File: config.mk
export PLATFORM = sky130hd
export DESIGN_NAME = seq_mult_ctrl
export DESIGN_NICKNAME = d
export VERILOG_FILES = /design/src/rtl/arith_pkg.sv /design/src/rtl/rca_nb.sv /design/src/rtl/seq_mult_ctrl.sv
export SDC_FILE = /design/constraint.sdc
export NUM_CORES = 1
export LEC_CHECK = 0
export BUFFER_PORTS_ARGS = -buffer_cell sky130_fd_sc_hd__buf_2
export CORE_MARGIN = 2
export CORE_UTILIZATION = 45
export CTS_CLUSTER_SIZE = 16
export DETAILED_ROUTE_END_ITERATION = 10
export PLACE_DENSITY = 0.66
export SYNTH_ARGS = -nofsm -noshare
export SYNTH_HDL_FRONTEND = slang
export SYNTH_SLANG_ARGS = --single-unit
File: constraint.sdc
create_clock -name clk -period 2.8 [get_ports clk]
set_input_delay 0 -clock clk [delete_from_list [all_inputs] [get_ports clk]]
set_output_delay 0 -clock clk [all_outputs]
set_load 0.05 [all_outputs]
File: src/rtl/arith_pkg.sv
// Shared definitions for the sequential arithmetic blocks of the adders/multipliers library.
package arith_pkg;

  localparam int unsigned DEF_WIDTH = 4;

  // Controller states; the spare code 2'b11 is illegal and recovers to IDLE.
  typedef enum logic [1:0] {
    IDLE = 2'b00,
    RUN  = 2'b01,
    DONE = 2'b10
  } state_e;

  // Ceiling log2, used to size iteration counters.
  function automatic int unsigned clog2(input int unsigned v);
    int unsigned r;
    r = 0;
    for (int unsigned i = 0; i < 32; i++) begin
      if ((64'd1 << i) < 64'(v)) r = i + 1;
    end
    return r;
  endfunction

endpackage

File: src/rtl/rca_nb.sv
// Parameterised ripple-carry adder built from a chain of full-adder cells.
module rca_nb #(
  parameter int unsigned WIDTH = 4
) (
  input  logic [WIDTH-1:0] a,
  input  logic [WIDTH-1:0] b,
  input  logic             cin,
  output logic [WIDTH-1:0] s,
  output logic             cout
);

  logic [WIDTH:0] c;

  assign c[0] = cin;

  // One full-adder cell per bit; carry ripples from LSB to MSB.
  for (genvar i = 0; i < WIDTH; i++) begin : g_fa
    assign s[i]   = a[i] ^ b[i] ^ c[i];
    assign c[i+1] = (a[i] & b[i]) | (c[i] & (a[i] ^ b[i]));
  end

  assign cout = c[WIDTH];

endmodule

File: src/rtl/seq_mult_ctrl.sv
// Shift-and-add multiplier: one shared WIDTH-bit adder, one iteration per clock,
// start/done handshake common to the library's sequential arithmetic blocks.
module seq_mult_ctrl
  import arith_pkg::*;
#(
  parameter int unsigned WIDTH = DEF_WIDTH
) (
  input  logic               clk,
  input  logic               rst_n,
  input  logic               start,
  input  logic [WIDTH-1:0]   a,
  input  logic [WIDTH-1:0]   b,
  output logic               busy,
  output logic               done,
  output logic [2*WIDTH-1:0] p
);

  localparam int unsigned CNT_W = clog2(WIDTH + 1);
  localparam int unsigned PW    = 2 * WIDTH;

  state_e             state_q, state_d;
  logic [WIDTH-1:0]   m_q, m_d;
  logic [WIDTH-1:0]   acc_q, acc_d;
  logic [WIDTH-1:0]   q_q, q_d;
  logic [CNT_W-1:0]   cnt_q, cnt_d;
  logic [PW-1:0]      p_q, p_d;
  logic               busy_q, busy_d;
  logic               done_q, done_d;

  logic [WIDTH-1:0]   sum;
  logic               sum_c;
  logic [WIDTH-1:0]   add_s;
  logic               add_c;

  // The only arithmetic in the block: Acc + M, carry-in unused.
  rca_nb #(
    .WIDTH (WIDTH)
  ) u_rca (
    .a    (acc_q),
    .b    (m_q),
    .cin  (1'b0),
    .s    (sum),
    .cout (sum_c)
  );

  // State, datapath and output registers; synchronous active-low reset discards any operation.
  always_ff @(posedge clk) begin
    if (!rst_n) begin
      state_q <= IDLE;
      m_q     <= '0;
      acc_q   <= '0;
      q_q     <= '0;
      cnt_q   <= '0;
      p_q     <= '0;
      busy_q  <= 1'b0;
      done_q  <= 1'b0;
    end else begin
      state_q <= state_d;
      m_q     <= m_d;
      acc_q   <= acc_d;
      q_q     <= q_d;
      cnt_q   <= cnt_d;
      p_q     <= p_d;
      busy_q  <= busy_d;
      done_q  <= done_d;
    end
  end

  // Next-state, conditional add, right shift of {C,Acc,Q}, and next values of busy/done.
  always_comb begin
    state_d = state_q;
    m_d     = m_q;
    acc_d   = acc_q;
    q_d     = q_q;
    cnt_d   = cnt_q;
    p_d     = p_q;
    busy_d  = 1'b0;
    done_d  = 1'b0;
    add_s   = acc_q;
    add_c   = 1'b0;

    case (state_q)
      IDLE, DONE: begin
        if (start) begin
          state_d = RUN;
          m_d     = a;
          q_d     = b;
          acc_d   = '0;
          cnt_d   = '0;
          busy_d  = 1'b1;
        end else begin
          state_d = IDLE;
        end
      end

      RUN: begin
        // Add M only when the current multiplier bit is set; carry feeds the shift.
        if (q_q[0]) begin
          add_s = sum;
          add_c = sum_c;
        end
        acc_d = {add_c, add_s[WIDTH-1:1]};
        q_d   = {add_s[0], q_q[WIDTH-1:1]};
        cnt_d = cnt_q + CNT_W'(1);
        if (cnt_q == CNT_W'(WIDTH - 1)) begin
          state_d = DONE;
          p_d     = {acc_d, q_d};
          done_d  = 1'b1;
        end else begin
          busy_d  = 1'b1;
        end
      end

      default: begin
        state_d = IDLE;
      end
    endcase
  end

  assign busy = busy_q;
  assign done = done_q;
  assign p    = p_q;

endmodule

==> results.cfg <==
[worst_setup_path]
crit_buf_inv = 0
criticalPathCategory = flip-flop to flip-flop
critical_path.top_delay_family = adder cells
critical-path-slowest-cell = fa_1
crit_arrival_ns = 2.55
path_common_cell = fa_1
crit_path_max_fanout = 2
start_kind = flip-flop
critPathRequiredTime_ns = 3.04
crit_chain = ha_1 > fa_1 > fa_1 > fa_1 > mux2i_1 > nor2_1 > o21a_1
critPathMaxStageDelay_ns = 0.43
crit_path_end_kind = flip-flop

[clock_network]
clk_latency_ns = 0.33
cts_buffers = 3
cts_tree = yes
cts-resized-gates = 0
clkSinkCount = 27
h-tree-depth = 1
clk_pin_slew_ns = 0.15
clock-root-buffer = clkbuf_4
clock_path_buffers = 2

[pwr]
switching_share = 0.260
power.internal_mw = 0.487
sequentialPowerShare = 0.624
p_switching_mw = 0.171
powerDensity_nw_per_um2 = 477
comb_power_share = 0.113
p_leak_nw = 0.631
finalPower_mw = 0.658
worst_ir_drop_vdd_mv = 0.333
pwr-share-clk = 0.263

[synth]
synth_area_leaders = dfxtp_1 (45%), mux2i_1 (5.8%), fa_1 (5.0%), nand2_1 (4.6%), o211a_1 (3.3%)
syn_area_per_cell_sq_um = 10.0
synth_mux_area_frac = 0.0579
synth-compound-area-share = 0.149
ys_seq_area_frac = 0.446
ys_ff_latch = 27
yosys_warnings = 0
synthSimpleGateAreaFrac = 0.197
synth_top_area_frac = 0.446
yosysTopAreaCell = dfxtp_1
synth_area_sq_um = 1210
syn_nets = 138
synthAdderAreaFrac = 0.0806
synth_cell_types = 30
synth_top_family_by_area = simple AND/OR/NAND/NOR gates
synth-xor-area-share = 0
syn_inst = 121

[sta]
slew_viol_final = 0
post-route-min-period_ns = 2.31
fmax_ghz = 0.432
rsz0062_at_grt = false
tns_ns = 0
setup_violations = 0
slew_headroom = 0.553
worstMarginPinSlew_ns = 0.670
fin_crit_sh = 0.826
finClkSkew_ns = 0.00619
hold_viol_final = 0
hold_ws_ns = 0.0991

[detailed_routing]
via_count = 890
vias_per_cell = 5.14
ant_nets = 0
wl_met1_um = 1090
wl_met3_um = 54
wl_met2_um = 1010
first_pass_iters = 4
drcViolationCount = 0
drtIter0Drc = 17
wl_um = 2190
top_layer_used = met4
wl_per_cell_um = 12.6

[die]
placementRows = 18
die_area_sq_um = 3120
initial_core_util = 0.480
die_h_um = 55.9
die_w_um = 55.9
fp.coreArea_sq_um = 2520
floorplan.io_pins = 21

[run_status]
status = finished, final reports clean

[finish]
fin_nets = 161
diodes = 0
syn_to_final_growth_pct = 13.8
layout_commonest_cell = dfxtp_1
layout_common_cells = dfxtp_1 (27), buf_2 (20), nand2_1 (15), dlygate4sd3_1 (8)
drive_above_1_share = 0.196

[placed_design]
port-buffer-count = 20
gp_congestion = 0.726
place_hpwl_um = 1460

[job]
maxCapViolCount = 0

[grt]
grt_overflow = 0
antenna_found_initial = 0
grt_max_degree = 28
grt_pass1_wl_um = 3810
grt_usage = 0.151
grt_pass1_vias = 880

[min_path]
hold_path_class = input port to flip-flop
[what timing repair did]
item,CTS,global route
buffers inserted,0,0
hold buffers,8,0
hold endpoints to repair,8,0
[area by class of cell]
| type | instances | area [sq um] |
|---|---|---|
| clock inverters | 1 | 7.51 |
| clock buffers | 3 | 22.5 |
| inverters | 1 | 3.75 |
| multi-input cells | 83 | 587 |
| fillers | 243 | 1140 |
| repair buffers | 28 | 180 |
| flip-flops and latches | 27 | 541 |
| well taps | 30 | 37.5 |
[worst paths after layout]
check         start        to  slack, ns  depth (start not counted)
min           rst_n  cnt_q[2]        0.1                          2
min reg2reg  m_q[0]    m_q[0]       0.49                          2
max          m_q[0]  acc_q[2]       0.49                          7
max reg2reg  m_q[0]  acc_q[2]       0.49                          7
[Yosys cell counts, drive strengths merged]
library cell / instances
a21boi: 8
a2bb2oi: 1
a31oi: 1
and2: 4
and2b: 1
and3: 4
and3b: 1
buf: 9
clkbuf: 1
dfxtp: 27
fa: 3
ha: 3
inv: 1
mux2i: 7
nand2: 15
nand2b: 3
nand3: 5
nor2: 7
nor2b: 4
nor3: 3
o211a: 4
o21a: 5
o21ai: 2
o221ai: 2
[registers in the layout (all words and copies together), names as in the netlist]
register	count
done	1
m_q	4
state_q	2
busy	1
q_q	4
cnt_q	3
p	8
acc_q	4
[routing by layer]
metal	vias up	global-route usage
li1	453	-
met1	419	0.194
met2	13	0.255
met3	5	0.0209
met4	0	0.0612
met5	-	0
[metrics by stage]
| step | instances | utilization | area (sq um) | worst slack (ns) |
|---|---|---|---|---|
| 2_1_floorplan | 121 | - | 1210 | 0.631 |
| 3_3_place_gp | 161 | 0.503 | 1270 | 0.555 |
| 3_5_place_dp | 161 | 0.503 | 1270 | 0.523 |
| 4_1_cts | 173 | 0.547 | 1380 | 0.496 |
| 5_1_grt | 173 | 0.547 | 1380 | 0.383 |
| 6_report | 173 | 0.547 | 1380 | 0.486 |
[kinds of logic (layout without fill, tap and decap cells)]
kind of cell	Yosys count	in the layout
buffers and inverters	11	33
AO/OA/AOI/OAI	23	23
multiplexers	7	7
adder cells (fa/ha/maj)	6	6
AND/OR/NAND/NOR	47	47
flip-flops	27	27
[power by group through the flow]
stage / Sequential [mW] / Combinational (mW) / Clock [mW]
6_report: 0.410 / 0.0743 / 0.173
5_1_grt: 0.413 / 0.0828 / 0.193
4_1_cts: 0.410 / 0.0747 / 0.181
3_5_place_dp: 0.419 / 0.0661 / 0
3_3_place_gp: 0.418 / 0.0650 / 0
2_1_floorplan: 0.418 / 0.0543 / 0
Note: power is estimated with default switching activity, not from simulation.
